`src/rtl/inst_fetch.sv`:
```
// rtl/inst_fetch.sv - instruction fetch stage: PC, one-entry instruction buffer, branch redirect, halt
module inst_fetch #(
  parameter int              AW      = 8,
  parameter int              DW      = 8,
  parameter logic [DW-1:0]   HALT_OP = 8'h88,
  parameter int              CNT_W   = 16
) (
  input  logic             clk,
  input  logic             reset,
  input  logic             start_i,
  input  logic [AW-1:0]    start_addr_i,
  output logic [AW-1:0]    rom_addr_o,
  input  logic [DW-1:0]    rom_data_i,
  output logic [DW-1:0]    inst_o,
  output logic [AW-1:0]    pc_o,
  output logic             inst_valid_o,
  input  logic             inst_ready_i,
  input  logic             branch_i,
  input  logic             branch_back_i,
  input  logic [AW-1:0]    branch_pc_i,
  input  logic [AW-1:0]    branch_off_i,
  output logic             busy_o,
  output logic             halted_o,
  output logic [CNT_W-1:0] inst_count_o
);

  localparam logic [1:0] S_IDLE  = 2'd0;
  localparam logic [1:0] S_FETCH = 2'd1;
  localparam logic [1:0] S_DRAIN = 2'd2;
  localparam logic [1:0] S_HALT  = 2'd3;

  logic [1:0]    state;
  logic [AW-1:0] fetch_pc;
  logic [AW-1:0] target;
  logic          xfer;

  assign xfer       = inst_valid_o & inst_ready_i;
  assign busy_o     = (state == S_FETCH) || (state == S_DRAIN);
  assign rom_addr_o = fetch_pc;
  assign target     = branch_back_i ? (branch_pc_i + AW'(1) - branch_off_i)
                                    : (branch_pc_i + AW'(1) + branch_off_i);

  always_ff @(posedge clk or posedge reset) begin
    if (reset) begin
      state        <= S_IDLE;
      fetch_pc     <= '0;
      inst_o       <= '0;
      pc_o         <= '0;
      inst_valid_o <= 1'b0;
      halted_o     <= 1'b0;
      inst_count_o <= '0;
    end else begin
      if (xfer && (inst_count_o != {CNT_W{1'b1}}))
        inst_count_o <= inst_count_o + CNT_W'(1);

      case (state)
        S_IDLE, S_HALT: begin
          if (start_i) begin
            state        <= S_FETCH;
            fetch_pc     <= start_addr_i;
            inst_valid_o <= 1'b0;
            halted_o     <= 1'b0;
            inst_count_o <= '0;
          end
        end
        S_FETCH, S_DRAIN: begin
          // A redirect flushes the buffer and overrides both capture and a pending halt.
          if (branch_i) begin
            fetch_pc     <= target;
            inst_valid_o <= 1'b0;
            state        <= S_FETCH;
          end else if (state == S_FETCH) begin
            if (!inst_valid_o || xfer) begin
              inst_o       <= rom_data_i;
              pc_o         <= fetch_pc;
              inst_valid_o <= 1'b1;
              if (rom_data_i == HALT_OP)
                state <= S_DRAIN;
              else
                fetch_pc <= fetch_pc + AW'(1);
            end
          end else if (xfer) begin
            state        <= S_HALT;
            halted_o     <= 1'b1;
            inst_valid_o <= 1'b0;
          end
        end
      endcase
    end
  end

endmodule

```
`config.mk`:
```
export PLATFORM = sky130hd
export DESIGN_NAME = inst_fetch
export DESIGN_NICKNAME = d
export VERILOG_FILES = /design/src/rtl/inst_fetch.sv
export SDC_FILE = /design/constraint.sdc
export NUM_CORES = 1
export LEC_CHECK = 0
export BUFFER_PORTS_ARGS = -buffer_cell sky130_fd_sc_hd__buf_2
export CAP_MARGIN = 10
export CORE_ASPECT_RATIO = 1.75
export CORE_UTILIZATION = 28
export CTS_BUF_LIST = sky130_fd_sc_hd__clkbuf_16
export DETAILED_ROUTE_END_ITERATION = 8
export GPL_TIMING_DRIVEN = 0
export PLACE_DENSITY = 0.57
export SLEW_MARGIN = 40
export SYNTH_ARGS = -nofsm -noshare
export SYNTH_HDL_FRONTEND = slang
export SYNTH_SLANG_ARGS = --single-unit
export TNS_END_PERCENT = 10
```
`constraint.sdc`:
```
create_clock -name clk -period 5.02 [get_ports clk]
set_input_delay 1.004 -clock clk [delete_from_list [all_inputs] [get_ports clk]]
set_output_delay 1.004 -clock clk [all_outputs]
set_load 0.01 [all_outputs]
```
== Yosys cells after proc, flatten, opt, wreduce, memory -nomap -nowiden ==
Cells that the tools add are included.

* Word-level logic and storage cells: 68
* Input bits: 38
* Output and inout bits: 43
* Bits in registers: 44

* Equal/unequal tests: 15
* Bitwise logic cells: 2
* Multiplexer cells: 27
* Add/sub/neg operators: 5
* Reductions and logical operators: 12

{| class="wikitable"
|+ Operator list
! cell !! number
|-
| $mux 16 || 3
|-
| $mux 8 || 6
|-
| $add 16x1->16 const B || 1
|-
| $add 8x1->8 const B || 2
|-
| $ne 16x16->1 const B || 1
|-
| $pmux 8 s2 || 1
|-
| $reduce_and 4->1 || 4
|-
| $mux 2 || 6
|-
| $ne 4x4->1 const B || 3
|-
| $ne 3x3->1 const B || 3
|-
| $add 8x8->8 || 1
|-
| $eq 8x8->1 const B || 1
|-
| $mux 1 || 8
|-
| $ne 2x2->1 const B || 4
|-
| $sub 8x8->8 || 1
|-
| $eq 2x2->1 const B || 2
|-
| $pmux 1 s2 || 2
|-
| $pmux 2 s2 || 1
|-
| $reduce_or 2->1 || 2
|-
| $reduce_and 3->1 || 1
|-
| $eq 2x1->1 const B || 1
|-
| $logic_not 2->1 || 1
|-
| $logic_or 1x1->1 || 2
|-
| $and 1x1->1 || 1
|-
| other kinds (3) || 3
|}

== Logic depth before layout (Yosys ltp) ==
Gate-level depths: netlist of the first run.

* Word-level depth: 6
* Gate-level depth with buffers: 10
* Gate-level depth less buffers: 10

== Worst setup path after synthesis of the first run ==
No wires, ideal clock.

* Path type: in2reg
* Start: in branch_back_i
* End: reg fetch_pc[3] (netlist: rom_addr_o[3])
* Slack: 2,177 ps
* Required time: 4,925 ps
* Buffers on the path: 1
* Setup time: 95 ps
* Arrival: 2,747 ps
* Stages: 8
* Cells stage by stage: clkbuf_1 > mux2i_1 > ha_1 > nor2b_1 > o21a_1 > o21a_1 > o311a_1 > o31ai_1

* Cells in the longest elaborated chain, start to end: 3

{| class="wikitable"
|+ RTL lines
! item !! RTL line !! text
|-
| start, declared || 19 || <nowiki>input logic branch_back_i,</nowiki>
|-
| $mux 8 || 40 || <nowiki>assign target = branch_back_i ? (branch_pc_i + AW'(1) - branch_off_i)</nowiki>
|-
| $mux 8 || 68 || <nowiki>if (branch_i) begin</nowiki>
|-
| $pmux 8 s2 || 56 || <nowiki>case (state)</nowiki>
|-
| end signal, assigned || 60 || <nowiki>fetch_pc <= start_addr_i;</nowiki>
|-
| end signal, assigned || 69 || <nowiki>fetch_pc <= target;</nowiki>
|-
| end signal, assigned || 80 || <nowiki>fetch_pc <= fetch_pc + AW'(1);</nowiki>
|-
| end, declared || 33 || <nowiki>logic [AW-1:0] fetch_pc;</nowiki>
|}

No other way between the ends.
A chain may end at the register's enable or synchronous reset.

== Final worst setup path of the first run ==
* Start: in branch_off_i[0]
* End: reg fetch_pc[3] (netlist: rom_addr_o[3])

* Cells in the longest elaborated chain, start to end: 4
* Elaborated cells between the ends (all ways): 5
* Those cells by class: add/sub: 2; mux: 3

{| class="wikitable"
|+ RTL lines
! item !! RTL line !! text
|-
| start, declared || 21 || <nowiki>input logic [AW-1:0] branch_off_i,</nowiki>
|-
| $add 8x8->8 or $sub 8x8->8 (tied branches) || 41, 40 ||
|-
| $mux 8 (*) || 40 ||
|-
| $mux 8 (*) || 68 ||
|-
| $pmux 8 s2 (*) || 56 ||
|}

Every way passes the cells marked *; elsewhere a longest branch is shown, timed or not.

==> impl_results.md, run 1 <==
* Status: completed
* Least-Margin Pin Slew at 0.544 ns
* Crit path DAT at 3.00 ns
* Routing usage on met1 at 14.8%
* Wire length per cell at 14.4 µm
* Startpoint Class: primary input
* Die X at 79.0 µm
* I/O pin cnt at 81
* RSZ-0062 raised after global routing: no
* Cts bufs inserted at 5
* Syn-to-layout area delta at 27.0%
* Worst skew pair latency at 0.29 ns
* Initial Util at 29.2%
* Core area at 0.00997 mm²
* CTS tree: yes
* Synthesized cell area at 0.00291 mm²
* Vias in the first global route at 2577
* DP Wirelength at 6.01 mm
* Design Power at 1.86 mW
* Commonest non-fill, non-tap cells in the layout: 82 x buf_2, 44 x dfrtp_1, 30 x nor2_1
* Post-layout instance area at 0.00369 mm²
* Max Clock Skew at 0.00468 ns
* VDD IR max at 0.215 mV
* Seq cells post-synth at 44
* Clk Tree Root Cell: clkbuf_16
* Wire length of the first global-routing pass at 12.3 mm
* Starting DRC count in detailed routing at 75
* Clock transition at the registers of the reported paths at 0.06 ns
* Gr busiest metal: met2
* GRT overflow at 0
* Share of flip-flops with an asynchronous set or reset at 100%
* Syn Inst Count at 302
* Post-Route WL at 7.41 mm
* # DRC at 0
* Die footprint at 0.0108 mm²
* Worst-path fanout max at 4
* Ys flop type: dfrtp_1
* Met2 Use GR at 28.4%
* Worst Hold Launch: inst_o[7]
* Setup Buffers After CTS at 0
* Final net count at 441
* Synth top area cells: dfrtp_1 38%, mux2_2 6.6%, xnor2_1 6.3%
* Clk buf depth at 2
* Synth unique cells at 56
* Final Hold Viols at 0
* GRT Util Overall at 14.7%
* Tmin final at 2.79 ns
* Initial antenna violation count at 0
* Fin crit share at 55.7%
* Htree depth at 2
* Leakage at 1.70 nW
* Area share of the largest cell type after synthesis at 37.9%
* Critical Path End Type: flop
* Port bufs at 78
* Max-slew violations at 0
* Final TNS setup at 0 ns
* Critical path type: primary input to flop
* Hold WC Path Type: flop to flop
* CTS Sinks at 44
* Commonest non-fill, non-tap cell in the layout: buf_2
* Post-CTS resize count at 0
* Synth area leader: dfrtp_1
* Drt pass-1 iters at 4
* Slew headroom at 63.6%
* Die Ht at 137 µm
* CTS Hold Bufs at 0
* MaxCap Viol Count at 0
* Vias post-DR at 2589
* Final core utilization at 37.0%
* Final setup viols at 0
* Row count at 48
* Power density over the cells at 505 mW/mm²
* Worst Hold Path EP: inst_o[7]
* Antenna-violating nets left at 0
* Worst r2r dst: inst_count_o[5]
* Reg2Reg Setup Slack at 2.84 ns
* Worst r2r src: state[0]
* Syn Nets at 355
* Largest net degree at the start of global routing at 30
* Placed Area at 0.00348 mm²
* Layout cells sized above 1 at 31.9%
* Syn. warnings at 0
* Req. time, crit path at 5.22 ns
* Final GP Congestion at 0.808
* R2R cell count at 7
* Hold depth at 1
* Vias per Instance at 5.04
* Met3 Track Usage GR at 2.20%
* FMAX at 358 MHz
* Syn_area_per_cell at 9.63 µm²
* Diodes inserted at 0
* Post-synth EDFFs at 0
* Seq/Total Area, Yosys at 37.9%
==> layer usage <==
metal,vias to the layer above,wire (µm),part of all wire (%)
li1,1268,-,-
met5,-,0,0
met1,1234,2740,37
met4,0,188,2.5
met2,76,4120,56
met3,11,362,4.9
==> Yosys cell counts, types with 3 or more instances <==
cell	n
xor2_1	7
o31ai_1	3
nor2_1	30
clkbuf_1	3
nor3_1	8
ha_1	14
o21a_1	6
xnor2_1	21
and3_1	3
a211oi_1	9
mux2i_1	3
nand4_1	3
nand3_1	9
o21ai_0	12
a21oi_1	18
nand2_1	24
dfrtp_1	44
inv_1	15
buf_2	4
mux2_2	17
a31oi_1	6
==> worst max-delay path: stages <==
cell and delay (ns):
buf_2 0.10, inv_1 0.04, ha_1 0.27, mux2i_1 0.23, ha_1 0.28, nor2b_1 0.12
o21a_1 0.21, o21a_1 0.20, o311a_1 0.35, o31ai_1 0.18
==> sequential cells by signal, summed over array words and instances, names as in the netlist <==
name          flops
inst_count_o     16
inst_o            8
pc_o              8
rom_addr_o        8
state             2
halted_o          1
inst_valid_o      1
==> through the flow <==
step	setup slack, ns	instances	hold slack (ns)
2_1_floorplan	2.18	302	0.528
3_3_place_gp	1.91	505	0.485
3_5_place_dp	1.89	506	0.488
4_1_cts	2.19	514	0.501
5_1_grt	2.06	514	0.525
6_report	2.23	514	0.498
==> logic make-up after synthesis <==
| group | count (synthesis) | share of synthesized area [%] |
|---|---|---|
| XOR/XNOR | 29 | 9.21 |
| flip-flops | 44 | 37.9 |
| buffers and inverters | 25 | 3.53 |
| adder cells (fa/ha/maj) | 15 | 6.71 |
| AO/OA/AOI/OAI | 73 | 16.9 |
| AND/OR/NAND/NOR | 96 | 18.2 |
| multiplexers | 20 | 7.62 |
==> area by class of cell <==
class | instances | area, µm²
fillers | 1038 | 6280
multi-input cells | 233 | 1700
flip-flops and latches | 44 | 1100
repair buffers | 79 | 410
well taps | 125 | 156
clock buffers | 5 | 125
clock inverters | 3 | 90.1
inverters | 16 | 62.6
plain buffers | 9 | 42.5
==> power by group <==
part | switching [mW] | internal (mW) | total [mW]
clock | 0.135 | 0.335 | 0.470
combinational | 0.431 | 0.360 | 0.791
sequential | 0.125 | 0.479 | 0.604
total | 0.691 | 1.17 | 1.86
==> how the worst max path moves through the flow <==
stage                    startpoint       endpoint  slack, ns  cells after the start
finish              branch_off_i[0]  rom_addr_o[3]       2.23                     10
global route        branch_off_i[1]  rom_addr_o[7]       2.06                     10
CTS                 branch_off_i[0]  rom_addr_o[3]       2.19                     10
floorplan             branch_back_i  rom_addr_o[3]       2.18                      8
detailed placement  branch_off_i[0]  rom_addr_o[3]       1.89                     10
global placement    branch_off_i[0]  rom_addr_o[3]       1.91                     10
Note: power is estimated with default switching activity, not from simulation.
==> inputs of run 2 (changes only) <==
--- a/config.mk
+++ b/config.mk
@@ -12,7 +12,7 @@
 export CTS_BUF_LIST = sky130_fd_sc_hd__clkbuf_16
 export DETAILED_ROUTE_END_ITERATION = 8
 export GPL_TIMING_DRIVEN = 0
-export PLACE_DENSITY = 0.57
+export PLACE_DENSITY = 0.59
 export SLEW_MARGIN = 40
 export SYNTH_ARGS = -nofsm -noshare
 export SYNTH_HDL_FRONTEND = slang
==> constraint.sdc (replaced) <==
create_clock -name clk -period 2.5 [get_ports clk]
set_input_delay 0.5 -clock clk [delete_from_list [all_inputs] [get_ports clk]]
set_output_delay 0.5 -clock clk [all_outputs]
set_load 0.01 [all_outputs]
==> run 2 against run 1 <==
  * Worst hold slack worse by 0.38 ns
  * Combinational power rose by 100%
  * Clock skew rose by 0.0017 ns
  * Core utilization down 0.63 points
  * Critical path depth did not move
  * Largest cell class unchanged
  * Sequential power grew 100%
  * Final cell count stayed put
  * Die area stayed put
  * Routed wire length grew 3.5%
==> impl_results.md, run 2 (same netlist as run 1, synthesis figures left out) <==
* Status: completed
* Post-Route WL at 7.67 mm (+3.5%)
* Crit path DAT at 2.51 ns (-0.49 ns)
* Max reg flops at 16 (unchanged)
* Pre-CTS setup slack at -0.177 ns (-2.07 ns)
* Worst-path fanout max at 4 (unchanged)
* Starting DRC count in detailed routing at 46 (-39%)
* Critical Path End Type: flop
* CTS Sinks at 44 (unchanged)
* Wire length per cell at 14.9 µm (+3.5%)
* Tmin final at 2.32 ns
* Slew headroom at 63.9% (+0.26 points)
* Vias per Instance at 5.08 (+0.93%)
* Vias in the first global route at 2603 (+1.0%)
* I/O pin cnt at 81 (unchanged)
* Final net count at 441 (unchanged)
* Die footprint at 0.0108 mm² (unchanged)
* Cts bufs inserted at 5 (unchanged)
* Final GP Congestion at 0.819 (+1.3%)
* Initial antenna violation count at 0 (unchanged)
* Drt pass-1 iters at 4 (unchanged)
* Least-Margin Pin Slew at 0.540 ns (-0.00382 ns)
* Final core utilization at 36.4% (-0.63 points)
* # DRC at 0 (unchanged)
* Largest net degree at the start of global routing at 33 (+10%)
* Commonest non-fill, non-tap cell in the layout: buf_2
* Non-filler instance count after layout at 514 (unchanged)
* Startpoint Class: primary input
* Clock transition at the registers of the reported paths at 0.06 ns (about the same)
* Diodes inserted at 0 (unchanged)
* Vias post-DR at 2613 (+0.93%)
* Htree depth at 2 (unchanged)
* Final TNS setup at 0 ns (unchanged)
* Max-slew violations at 0 (unchanged)
* Final Hold Viols at 0 (unchanged)
* Fin crit share at 92.6%
* Max Clock Skew at 0.00640 ns (+0.00171 ns)
* Reg with most FFs: inst_count_o
* Port bufs at 78 (unchanged)
* VDD IR max at 0.345 mV (+60%)
* GRT Util Overall at 14.6% (-0.16 points)
* Syn-to-layout area delta at 24.8%
* MaxCap Viol Count at 0 (unchanged)
* Wire length of the first global-routing pass at 12.3 mm (+0.17%)
* Req. time, crit path at 2.69 ns (-2.53 ns)
* CTS tree: yes
* Post-layout instance area at 0.00363 mm² (-1.7%)
* Core area at 0.00997 mm² (unchanged)
* Layout cells sized above 1 at 32.4% (+0.51 points)
* Placed Cells at 506 (unchanged)
* GRT overflow at 0 (unchanged)
* Final setup viols at 0 (unchanged)
* Final worst setup slack at 0.184 ns (-2.04 ns)
* Row count at 48 (unchanged)
* Placed Area at 0.00348 mm² (unchanged)
* CTS Hold Bufs at 0 (unchanged)
* Commonest non-fill, non-tap cells in the layout: 82 x buf_2, 44 x dfrtp_1, 30 x nor2_1
* Initial Util at 29.2% (unchanged)
* Design Power at 3.48 mW (+86%)
* Die X at 79.0 µm (unchanged)
* Worst skew pair latency at 0.29 ns (about the same)
* Reg2Reg Setup Slack at 0.27 ns (-2.57 ns)
* Antenna-violating nets left at 0 (unchanged)
* WHS at 0.115 ns (-0.382 ns)
* FMAX at 432 MHz
* Clk buf depth at 2 (unchanged)
* Die Ht at 137 µm (unchanged)
* Hold WC Path Type: primary input to asynchronous set/reset pin
* Leakage at 1.67 nW (-1.8%)
* Power density over the cells at 957 mW/mm² (+90%)
* Clk Tree Root Cell: clkbuf_16
* Critical path type: primary input to flop
* RSZ-0062 raised after global routing: yes
* DP Wirelength at 6.13 mm (+2.0%)
==> run 2: metal layers <==
| layer | global-route usage, % | vias up | wire length, µm |
|---|---|---|---|
| li1 | - | 1268 | - |
| met1 | 15.0 | 1257 | 2920 |
| met2 | 28.1 | 76 | 4220 |
| met3 | 2.53 | 12 | 379 |
| met4 | 5.96 | 0 | 157 |
| met5 | 0 | - | 0 |
==> run 2: critical path, stage by stage <==
cell and delay, ns:
buf_2 0.11, inv_1 0.04, ha_1 0.29, mux2i_2 0.21, ha_1 0.27, nor2b_1 0.13, o21a_1 0.21, o21a_1 0.20
o311a_1 0.34, o31ai_1 0.21
==> run 2: area by class of cell <==
type / instances / area, µm²
plain buffers: 9 / 42.5
repair buffers: 79 / 410
clock buffers: 5 / 125
flip-flops and latches: 44 / 1100
fillers: 1046 / 6340
clock inverters: 3 / 18.8
inverters: 16 / 62.6
multi-input cells: 233 / 1710
well taps: 125 / 156
==> run 2: path summary, 6_finish.rpt <==
kind,startpoint,end,cells past startpoint
hold / removal,reset,inst_o[1],2
max in group asynchronous,reset,inst_o[7],3
hold reg to reg,inst_o[3],inst_o[3],1
setup / recovery,branch_off_i[0],rom_addr_o[3],10
setup reg to reg,state[0],inst_count_o[5],7
min in group clk,rom_data_i[7],inst_o[7],2
==> run 2: timing repair <==
item	in CTS	in global routing
endpoints found under the setup margin	0	2
gates resized for setup	0	2
buffers inserted	0	0
==> run 2: where the power goes <==
| group | leakage, nW | total (mW) | internal (mW) | switching, mW |
|---|---|---|---|---|
| Clock | 0.0736 | 0.654 | 0.369 | 0.285 |
| Combinational | 1.04 | 1.61 | 0.723 | 0.886 |
| Sequential | 0.553 | 1.21 | 0.961 | 0.251 |
| Total | 1.67 | 3.48 | 2.05 | 1.42 |
==> inputs of run 3 (changes only) <==
--- a/config.mk
+++ b/config.mk
@@ -5,8 +5,8 @@
 export SDC_FILE = /design/constraint.sdc
 export NUM_CORES = 1
 export LEC_CHECK = 0
+export ABC_AREA = 1
 export BUFFER_PORTS_ARGS = -buffer_cell sky130_fd_sc_hd__buf_2
-export CAP_MARGIN = 10
 export CORE_ASPECT_RATIO = 1.75
 export CORE_UTILIZATION = 28
 export CTS_BUF_LIST = sky130_fd_sc_hd__clkbuf_16
==> run 3 against run 2 <==
  * Clock power rose by 14%
  * Via count rose by 11%
  * Die area rose by 2.3%
  * Critical endpoint is now rom_addr_o[7]
  * Global-route usage rose by 0.36 points
  * Critical path depth rose by 9
  * Final cell count rose by 20%
  * Critical path type unchanged
==> impl_results.md, run 3 <==
* Placed Area at 0.00355 mm² (+2.2%)
* # DRC at 0 (unchanged)
* Count leader, synth: nand2_1
* I/O pin cnt at 81 (unchanged)
* Syn. warnings at 0 (unchanged)
* Largest net degree at the start of global routing at 33 (unchanged)
* Post-synthesis xor/xnor area fraction at 3.53% (-5.7 points)
* Worst path most repeated cell: nand2_1
* Layout cells sized above 1 at 27.2% (-5.2 points)
* Share of flip-flops with an asynchronous set or reset at 100% (unchanged)
* Ys flop type: dfrtp_1
* Syn Inst Count at 400 (+32%)
* Synth unique cells at 41 (-27%)
* Final setup viols at 0 (unchanged)
* Leakage at 1.97 nW (+18%)
* Max reg flops at 16 (unchanged)
* Critical Path End Type: flop
* Synth top area cells: dfrtp_1 37%, nand2_1 13%, inv_1 5.9%
* Synth cell count leaders: 103 x nand2_1, 47 x inv_1, 44 x dfrtp_1, 44 x nor2_1, 29 x o21ai_0
* Wire length per cell at 12.7 µm (-15%)
* CTS tree: yes
* Crit path DAT at 2.48 ns (-0.03 ns)
* Critical path type: primary input to flop
* Seq cells post-synth at 44 (unchanged)
* Cts bufs inserted at 5 (unchanged)
* Req. time, crit path at 2.68 ns (about the same)
* WHS at 0.120 ns (+0.00509 ns)
* Clk network pwr share at 20.2% (+1.4 points)
* Final GP Congestion at 0.824 (+0.63%)
* Design Power at 3.69 mW (+6.1%)
* Reg with most FFs: inst_count_o
* Initial antenna violation count at 0 (unchanged)
* Wire length of the first global-routing pass at 12.9 mm (+5.1%)
* DP Wirelength at 6.40 mm (+4.4%)
* Pint at 2.14 mW (+4.3%)
* Row count at 49 (+2.1%)
* FMAX at 434 MHz (+0.57%)
* Clk buf depth at 2 (unchanged)
* Commonest non-fill, non-tap cell in the layout: nand2_1
* Final Hold Viols at 0 (unchanged)
* CTS Sinks at 44 (unchanged)
* Synth Area in Simple Gates at 29.4% (+11 points)
* Layout fillers at 1100 (+5.2%)
* Area share of the largest cell type after synthesis at 37.0% (-0.86 points)
* Final core utilization at 36.6% (+0.19 points)
* Post-synthesis adder-cell area fraction at 6.56% (-0.15 points)
* Syn_area_per_cell at 7.44 µm² (-23%)
* CTS Hold Bufs at 0 (unchanged)
* Slew headroom at 72.0% (+8.1 points)
* Footprint of the multi-input gates at 0.00169 mm² (-1.1%)
* Syn-to-layout area delta at 26.7%
* Worst skew pair latency at 0.29 ns (about the same)
* Hold WC Path Type: primary input to asynchronous set/reset pin
* Die footprint at 0.0111 mm² (+2.3%)
* Worst-path cell chain: buf_2 > inv_2 > ha_4 > inv_2 > nor2_4 > nand2_2 > o31ai_4 > xor2_1 > ha_1 > nand2_2 > inv_1 > nand2_1 > nand2_1 > a21oi_2 > nand3_1 > nand3_1 > nand3_1 > nand2_1 > nand2_1
* CP max stage delay at 0.29 ns (-0.05 ns)
* Pre-CTS setup slack at -0.278 ns (-0.101 ns)
* Diodes inserted at 0 (unchanged)
* VDD IR max at 0.452 mV (+31%)
* Drt pass-1 iters at 4 (unchanged)
* Vias post-DR at 2902 (+11%)
* Starting DRC count in detailed routing at 113 (+150%)
* Final net count at 541 (+23%)
* Post-synth EDFFs at 0 (unchanged)
* Least-Margin Pin Slew at 0.416 ns (-0.124 ns)
* Die X at 79.9 µm (+1.1%)
* Max Clock Skew at 0.00259 ns (-0.00380 ns)
* Vias per Instance at 4.71 (-7.3%)
* Sequential power share at 32.2% (-2.7 points)
* Status: completed
* CP max stage cell: ha_1
* Port bufs at 79 (+1.3%)
* Placed Cells at 607 (+20%)
* Die Ht at 138 µm (+1.1%)
* Vias in the first global route at 2773 (+6.5%)
* Combinational Power Share at 47.6% (+1.3 points)
* Fin crit share at 92.1% (-0.53 points)
* Non-filler instance count after layout at 616 (+20%)
* GRT Util Overall at 14.9% (+0.36 points)
* Clk Tree Root Cell: clkbuf_16
* Complex-gate fraction of the synthesized area at 13.3% (-3.5 points)
* Register area at 0.00110 mm² (unchanged)
* Synth area leader: dfrtp_1
* Core area at 0.0103 mm² (+3.3%)
* Final worst setup slack at 0.197 ns (+0.0131 ns)
* GRT overflow at 0 (unchanged)
* Largest family of logic cells by synthesized area: simple AND/OR/NAND/NOR gates
* Seq/Total Area, Yosys at 37.0% (-0.86 points)
* Tmin final at 2.30 ns (-0.0131 ns)
* Post-synthesis mux area share at 2.65% (-5.0 points)
* Worst-path fanout max at 3 (-1)
* Clock transition at the registers of the reported paths at 0.06 ns (about the same)
* Htree depth at 2 (unchanged)
* Final TNS setup at 0 ns (unchanged)
* Startpoint Class: primary input
* Synthesized cell area at 0.00298 mm² (+2.3%)
* MaxCap Viol Count at 0 (unchanged)
* Commonest non-fill, non-tap cells in the layout: 101 x nand2_1, 83 x buf_2, 44 x inv_1, 44 x dfrtp_1, 43 x nor2_1
* Post-layout instance area at 0.00377 mm² (+3.9%)
* Antenna-violating nets left at 0 (unchanged)
* Crit path max-delay family: simple AND/OR/NAND/NOR gates
* Power density over the cells at 978 mW/mm² (+2.2%)
* Syn Nets at 453 (+28%)
* WP buf/inv at 4 (+2)
* Post-Route WL at 7.84 mm (+2.2%)
* Initial Util at 28.9% (-0.28 points)
* Switching part of the total at 42.0% (+1.1 points)
* Sw power at 1.55 mW (+8.9%)
* Max-slew violations at 0 (unchanged)
run 3: cell count changes after synthesis, sizes merged, moves of 6 or more:
cell	before	now
xnor2	21	3
o21a	6	0
o21ai	13	35
nor2	31	51
inv	16	49
a211oi	9	0
mux2	17	7
nand3	10	21
nand2	24	106
run 3: cells by family after synthesis:
family,Yosys count
flip-flops,44
XOR/XNOR,12
AO/OA/AOI/OAI,70
adder cells (fa/ha/maj),15
multiplexers,7
buffers and inverters,56
AND/OR/NAND/NOR,196
run 3: path summary, 6_finish.rpt:
check / startpoint / end / slack (ns) / cells after the start
max in group asynchronous: reset / inst_valid_o / 1.96 / 3
worst min register to register: pc_o[3] / pc_o[3] / 0.48 / 2
worst min-delay path: reset / inst_o[0] / 0.12 / 2
min in group clk: start_i / inst_count_o[15] / 0.42 / 2
worst max register to register: state[0] / rom_addr_o[3] / 0.37 / 9
worst max-delay path: branch_off_i[0] / rom_addr_o[7] / 0.20 / 19
run 3: repair_timing:
| item | in CTS | in global routing |
|---|---|---|
| endpoints found under the hold margin | 0 | 0 |
| setup buffers | 0 | 2 |
| pin swaps | 0 | 11 |
| gates cloned | 0 | 0 |
| resized for setup | 0 | 12 |
| endpoints found under the setup margin | 1 | 2 |
run 3: layout make-up:
type | instances | share of cell area, %
Buffer | 6 | 0.929
Clock buffer | 5 | 3.32
Clock inverter | 3 | 1.03
Inverter | 49 | 4.95
Multi-Input combinational cell | 300 | 44.9
Sequential cell | 44 | 29.2
Tap cell | 127 | 4.22
Timing Repair Buffer | 82 | 11.4
run 3: power groups by stage:
stage | sequential [mW] | combinational (mW) | clock, mW
floorplan | 1.28 | 1.07 | 0
global placement | 1.19 | 1.75 | 0
detailed placement | 1.20 | 1.78 | 0
CTS | 1.19 | 1.78 | 0.765
global route | 1.22 | 2.01 | 0.791
finish | 1.19 | 1.76 | 0.745
run 3: metal layers:
layer / share of wire [%] / GRT usage [%]
met5: 0 / 0
met1: 39 / 15.7
met2: 55 / 28.8
met3: 4.3 / 2.05
met4: 1.6 / 5.26
